File: src/rtl/display_pkg.sv
// Shared constants for the display multiplexer: digit count, core status codes
// and active-low seven-segment glyphs ordered {g,f,e,d,c,b,a}.
package display_pkg;

    localparam int NUM_DIGITS = 8;

    localparam logic [1:0] ST_ERRO  = 2'b00;
    localparam logic [1:0] ST_BUSY  = 2'b01;
    localparam logic [1:0] ST_READY = 2'b10;

    localparam logic [6:0] GLYPH_0     = 7'h40;
    localparam logic [6:0] GLYPH_1     = 7'h79;
    localparam logic [6:0] GLYPH_2     = 7'h24;
    localparam logic [6:0] GLYPH_3     = 7'h30;
    localparam logic [6:0] GLYPH_4     = 7'h19;
    localparam logic [6:0] GLYPH_5     = 7'h12;
    localparam logic [6:0] GLYPH_6     = 7'h02;
    localparam logic [6:0] GLYPH_7     = 7'h78;
    localparam logic [6:0] GLYPH_8     = 7'h00;
    localparam logic [6:0] GLYPH_9     = 7'h10;
    localparam logic [6:0] GLYPH_DASH  = 7'h3F;
    localparam logic [6:0] GLYPH_E     = 7'h06;
    localparam logic [6:0] GLYPH_R     = 7'h2F;
    localparam logic [6:0] GLYPH_O     = 7'h23;
    localparam logic [6:0] GLYPH_BLANK = 7'h7F;

    function automatic logic [6:0] digit_glyph(input logic [3:0] value);
        logic [6:0] g;
        case (value)
            4'd0:    g = GLYPH_0;
            4'd1:    g = GLYPH_1;
            4'd2:    g = GLYPH_2;
            4'd3:    g = GLYPH_3;
            4'd4:    g = GLYPH_4;
            4'd5:    g = GLYPH_5;
            4'd6:    g = GLYPH_6;
            4'd7:    g = GLYPH_7;
            4'd8:    g = GLYPH_8;
            4'd9:    g = GLYPH_9;
            default: g = GLYPH_DASH;
        endcase
        return g;
    endfunction

endpackage

File: src/rtl/display_mux_seg7_decode.sv
// Combinational glyph selection for one digit: blank beats the error word,
// which beats the dash, which beats the numeric glyph.
module seg7_decode
    import display_pkg::*;
(
    input  logic [3:0] value,
    input  logic       blank,
    input  logic       dash,
    input  logic       err_en,
    input  logic [1:0] err_sel,
    output logic [6:0] seg
);

    always_comb begin
        seg = digit_glyph(value);
        if (blank) begin
            seg = GLYPH_BLANK;
        end else if (err_en) begin
            // err_sel is the digit position: 3..0 spell "Erro"
            case (err_sel)
                2'd3:    seg = GLYPH_E;
                2'd0:    seg = GLYPH_O;
                default: seg = GLYPH_R;
            endcase
        end else if (dash) begin
            seg = GLYPH_DASH;
        end
    end

endmodule

File: src/rtl/display_mux.sv
// Captures the core's digit stream into an 8-entry buffer and scans it onto
// eight common-anode displays with leading-zero blanking and a sticky error word.
module display_mux
    import display_pkg::*;
#(
    parameter int REFRESH_DIV = 50000,
    parameter bit BLANK_LZ    = 1'b1
) (
    input  logic       clock,
    input  logic       reset,
    input  logic [3:0] data,
    input  logic [3:0] pos,
    input  logic [1:0] status,
    output logic [7:0] an,
    output logic [6:0] seg,
    output logic       err
);

    logic [3:0]  digit_buf_q [NUM_DIGITS];
    logic [3:0]  digit_buf_d [NUM_DIGITS];
    logic        err_q, err_d;
    logic [15:0] cnt_q, cnt_d;
    logic [2:0]  idx_q, idx_d;
    logic [7:0]  an_q, an_d;
    logic [6:0]  seg_q, seg_d;

    logic [NUM_DIGITS-1:0] nz;
    logic [3:0]            sel_value;
    logic                  lz_blank;
    logic                  dec_blank;

    always_comb begin
        digit_buf_d = digit_buf_q;
        if (!err_q && status == ST_BUSY && pos < 4'(NUM_DIGITS)) begin
            digit_buf_d[pos[2:0]] = data;
        end
        err_d = err_q | (status == ST_ERRO);
        cnt_d = cnt_q + 16'd1;
        idx_d = idx_q;
        if (cnt_q == 16'(REFRESH_DIV - 1)) begin
            cnt_d = 16'd0;
            idx_d = idx_q + 3'd1;
        end
    end

    for (genvar gi = 0; gi < NUM_DIGITS; gi++) begin : g_nz
        assign nz[gi] = |digit_buf_d[gi];
    end

    // Outputs are decoded from next-state values so a write, a scan step and
    // the error latch all reach the pins on the same edge they take effect.
    always_comb begin
        sel_value = digit_buf_d[idx_d];
        lz_blank  = BLANK_LZ && (idx_d != 3'd0) && ((nz >> idx_d) == '0);
        dec_blank = err_d ? idx_d[2] : lz_blank;
        an_d      = ~(8'd1 << idx_d);
    end

    seg7_decode u_decode (
        .value   (sel_value),
        .blank   (dec_blank),
        .dash    (sel_value > 4'd9),
        .err_en  (err_d),
        .err_sel (idx_d[1:0]),
        .seg     (seg_d)
    );

    always_ff @(posedge clock or posedge reset) begin
        if (reset) begin
            for (int i = 0; i < NUM_DIGITS; i++) begin
                digit_buf_q[i] <= 4'd0;
            end
            err_q <= 1'b0;
            cnt_q <= 16'd0;
            idx_q <= 3'd0;
            an_q  <= 8'hFF;
            seg_q <= GLYPH_BLANK;
        end else begin
            digit_buf_q <= digit_buf_d;
            err_q       <= err_d;
            cnt_q       <= cnt_d;
            idx_q       <= idx_d;
            an_q        <= an_d;
            seg_q       <= seg_d;
        end
    end

    assign an  = an_q;
    assign seg = seg_q;
    assign err = err_q;

endmodule
File: config.mk
export PLATFORM = sky130hd
export DESIGN_NAME = display_mux
export DESIGN_NICKNAME = d
export VERILOG_FILES = /design/src/rtl/display_pkg.sv /design/src/rtl/display_mux_seg7_decode.sv /design/src/rtl/display_mux.sv
export SDC_FILE = /design/constraint.sdc
export NUM_CORES = 1
export LEC_CHECK = 0
export ABC_CLOCK_PERIOD_IN_PS = 4200
export CELL_PAD_IN_SITES_DETAIL_PLACEMENT = 0
export CELL_PAD_IN_SITES_GLOBAL_PLACEMENT = 1
export CORE_ASPECT_RATIO = 1.1
export CORE_MARGIN = 3
export CORE_UTILIZATION = 47
export CTS_CLUSTER_DIAMETER = 50
export DETAILED_ROUTE_END_ITERATION = 12
export PLACE_DENSITY_LB_ADDON = 0.1
export SYNTH_ARGS = -nofsm -noshare
export SYNTH_HDL_FRONTEND = slang
export SYNTH_HIERARCHICAL = 1
export SYNTH_SLANG_ARGS = --single-unit
File: constraint.sdc
create_clock -name clock -period 4.2 [get_ports clock]
set_clock_uncertainty 0.15 [all_clocks]
set_input_delay 1.26 -clock clock [delete_from_list [all_inputs] [get_ports clock]]
set_output_delay 1.26 -clock clock [all_outputs]
set_load 0.005 [all_outputs]
* Word level (Yosys, flattened, before mapping)
Memory sizes are Yosys's and may differ from the RTL's. Index checks and enable logic that the tools add are counted.
Word-level totals: bits in read-only memories 112, memories 1, bits of input ports 12, output and inout port bits 16, logic and storage cells 61, register bits 67
Memory list:
- (no name shown) | depth 16, bits a word 7, read ports 1, clocked after Yosys merged registers in 0, write ports 0, RTL line display_pkg.sv:29 | case (value)
Operators by class: mux-type cells 14, $add $sub $neg 2, eq/ne operators 3, shift operators 2, bitwise logic cells 4, order comparisons 5, reduce and logical (&&, ||, !) cells 17
Operators with widths (count):
- $bwmux 32 | 1
- $mux 32 | 1
- $reduce_or 4->1 | 8
- $mux 7 | 3
- $add 16x1->16 const B | 1
- $eq 16x16->1 const B | 1
- $mux 16 | 1
- $bmux 4 s3 | 1
- $demux 4 s3 | 1
- $mux 4 | 3
- $pmux 6 s2 | 1
- $ge 4x4->1 const B | 2
- $logic_not 8->1 | 1
- $not 3->4 | 2
- $not 8->8 | 1
- $shl 1x3->8 const A | 1
- $shr 8x3->8 | 1
- $gt 4x4->1 const B | 1
- $logic_and 1x1->1 | 4
- $logic_not 2->1 | 2
- $lt 4x1->1 const B | 1
- $lt 4x4->1 const B | 1
- $add 3x1->3 const B | 1
- $mux 3 | 1
- 6 further kinds | 6

* Logic depth before layout (Yosys ltp)
depth in word-level cells 14, depth in mapped cells 16, gate-level depth less buffers 14

* Hierarchy
The synthesis kept the hierarchy.
Modules (own cells, without submodules):
- display_mux | area an instance 3160.5 um^2, seq. area each 1695.4 um^2, instances 1, cells each 265
- seg7_decode | area an instance 320.3 um^2, seq. area each 0.0 um^2, instances 1, cells each 44

* Worst setup path before layout
Ideal clock, no wire load.
kind input-to-reg, start input status[1], end register seg_q[3], in the netlist seg[3], stages 10, buffers on the path 0, library setup time 83 ps, arrival 4075 ps, setup slack -108 ps, cells stage by stage or4b_4 > nor4b_4 > mux2i_1 > clkinv_1 > a32oi_1 > mux2i_1 > o221a_2 > o21a_1 > or2_1 > a221o_1
RTL lines:
- start, declared | RTL line display_mux.sv:13 | input logic [1:0] status,
- end signal, assigned | RTL line display_mux.sv:84 | seg_q <= seg_d;
- end, declared | RTL line display_mux.sv:25 | logic [6:0] seg_q, seg_d;

==> key figures <==
Clock tree
  – Root Buffer: clkbuf_8
  – Htree depth: 3
  – Clock tree buffer depth: 2
  – Clk pin slew, worst setup/hold paths: 0.08 ns
  – Hold buffer count at CTS: 0
  – CTS tree: built
  – Later-pin clock latency in the skew report: 0.34 ns
  – CTS Buf Count: 9
  – CTS Sinks: 67

Cells and area
  – Layout net count: 416
  – Final core utilization: 65.06%
  – Commonest cells after routing, fill and taps aside: 57 x buf_4, 52 x dfrtp_1, 30 x nor2_1, 23 x clkdlybuf4s50_1, 21 x nand2_1
  – Most common cell after layout, fill and taps aside: buf_4
  – # diodes: 0
  – Finished Layout Cells: 485
  – Finished Cell Area: 4611 sq um
  – Layout cells sized above 1: 37.50%
  – Fillers: 560
  – Area delta synth->final: 32.46%

Timing
  – Worst hold-check slack: 0.3167 ns
  – Post-route setup TNS: 0 ns
  – Max-slew violations: 0
  – RSZ-0062 raised after global routing: false
  – Final hold violation count: 0
  – Slew @ Worst Pin: 0.6376 ns
  – Worst setup margin: 0.1312 ns
  – Period utilization: 96.88%
  – Slew HR: 57.43%
  – Highest clock rate: 245.8 MHz
  – Setup Viol. Count Final: 0
  – Final Critical Period: 4.069 ns

Detailed routing
  – Vias per cell: 5.433
  – Number of routed nets with antenna violations: 0
  – 1st-pass router iterations: 4
  – WL/cell: 16.99 um
  – Initial DRC count: 89
  – WL final: 8241 um
  – DR DRC count: 0
  – Total number of vias: 2,635

Die
  – Starting density of the core: 49.12%
  – CORE AREA: 7087 sq um
  – Row cnt: 32
  – Die height: 96.26 um
  – Die ar.: 8476 sq um
  – Die width: 88.06 um
  – Num ports: 28

Min path
  – Hold Crit Class: reg2reg

Power and ir drop
  – Leak pwr: 2.251 nW
  – Total power: 1.352 mW
  – Maximum VDD drop: 0.1679 mV
  – PD cells: 293.3 nW/um^2

Yosys
  – Syn Nets: 330
  – Syn Inst Count: 309
  – Sequential cell area fraction in the yosys report: 48.71%
  – Yosys reg bits: 67
  – Distinct cells, synth: 56
  – Ys Warns: 6
  – Number of enable flip-flop cells after synthesis: 0
  – Most used DFF post-synth: dfrtp_1
  – Syn Area/Cell: 11.26 sq um
  – Fraction of registers with async set or reset after synthesis: 100.0%
  – Mapped Area: 3481 sq um

Critical path
  – Arrival @ worst endpoint: 4.19 ns
  – Req. time, crit path: 4.32 ns
  – Critical Path Fanout Max: 5
  – Critical path startpoint category: input port
  – Critical path class: in2reg
  – Critical Path Sink Type: flop

Global route
  – Wire length of the first global-routing pass: 13,480 um
  – GRT overflow: 0
  – Largest net degree at the start of global routing: 41
  – Initial antenna violation count: 0
  – Number of global-route vias before repair: 2,701
  – Gr usage total: 21.14%

Place
  – HPWL Detailed: 5730 um
  – Port bufs: 27
  – # placed instances: 459
  – Placed inst area: 4179 sq um
  – Final Wtd Congestion: 0.8501
  – Pre-CTS setup slack: -0.5714 ns

Job
  – Max Cap Violations: 0

Outcome
  – Status: finished, final reports clean
cells by family (layout without fill, tap and decap cells):
family | after synthesis | after routing | synth area share (%)
xor gates and xnor gates | 15 | 15 | 4.529
AOI/OAI and AO/OA | 44 | 44 | 9.382
and+or+nand+nor | 96 | 96 | 15.92
muxes | 44 | 44 | 13.98
buffers and inverters | 34 | 125 | 4.242
DFF | 67 | 67 | 48.71
adders and majority gates | 9 | 9 | 3.235
sequential cells by signal, summed over array words and instances, names as in the netlist:
register and flops:
cnt_q 16, idx_q 3, seg 7, err 1, digit_buf_q 32, an 8
layer usage:
layer / vias to the layer above / global-route usage (%) / part of all wire, %
met5: - / 0 / 0
met4: 0 / 8.060 / 1.3
met3: 12 / 4.195 / 3.8
met2: 42 / 35.87 / 51
met1: 1312 / 26.54 / 44
li1: 1269 / - / -
synth_stat cells (all sizes together), types with 2 or more instances:
library cell   n  area, sq um
nand2         21        78.83
dfrtp         52         1301
nor2b          4        25.02
a32oi          5        43.79
ha             9        112.6
nor4b          4        71.32
a221o          4        40.04
nor4bb         2        20.02
o41ai          3        26.28
o21a           3        22.52
nand3          8        40.04
a2111oi        4        35.03
xnor2          5        51.30
and3           6        37.54
nor3           3        26.28
o31ai          3        22.52
clkbuf         5        18.77
nor2          31        116.4
nand2b         3        26.27
a21oi          8        40.04
nand4b         2        17.52
dfstp         15        394.1
mux2i         20        212.7
buf            6        42.54
o221a          2        22.52
xor2          10        106.4
nor4           4        31.28
mux2          24        274.0
o21ai          7        35.03
inv           22        82.58
final cells by class:
class	instances	area, sq um	area share [%]
clock buffers	10	137.6	2.985
clock inverters	6	88.84	1.927
inverters	23	88.84	1.927
multi-input cells	208	1772	38.43
flip-flops and latches	67	1695	36.77
well taps	85	106.4	2.307
repair buffers	86	721.9	15.66
timing repair:
action | in CTS | in global routing
endpoints found under the setup margin | 7 | 7
pin swaps | 10 | 12
gates resized for setup | 20 | 17
setup buffers | 9 | 1
path summary, 6_finish.rpt:
kind | slack [ns] | startpoint | end | cells after the start
min | 0.32 | cnt_q[0]$_DFF_PP0_ | cnt_q[0]$_DFF_PP0_ | 1
max reg2reg | 0.40 | cnt_q[0]$_DFF_PP0_ | seg[0]$_DFF_PP1_ | 11
max | 0.13 | status[0] | seg[0]$_DFF_PP1_ | 12
max in group asynchronous | 2.03 | reset | an[4]$_DFF_PP1_ | 3
min in group asynchronous | 1.17 | reset | digit_buf_q[7]$_DFF_PP0_ | 2
min reg2reg | 0.32 | cnt_q[0]$_DFF_PP0_ | cnt_q[0]$_DFF_PP0_ | 1
power breakdown:
group / internal [mW] / leakage [nW] / switching (mW) / total [mW]
Combinational: 0.0418 / 1.28 / 0.0511 / 0.0929
Sequential: 0.654 / 0.860 / 0.00328 / 0.657
Clock: 0.350 / 0.108 / 0.252 / 0.602
Total: 1.05 / 2.25 / 0.306 / 1.35
worst max-delay path, stage by stage:
cell and delay [ns]:
clkdlybuf4s15_1 0.18, or4b_4 0.54, nor4b_4 0.30, buf_4 0.19, mux2i_2 0.25, inv_2 0.07, a32oi_2 0.19, mux2i_1 0.10
o221a_2 0.27, o21a_1 0.20, or2_4 0.28, a221o_1 0.36
Power figures use the tool's default switching activity.
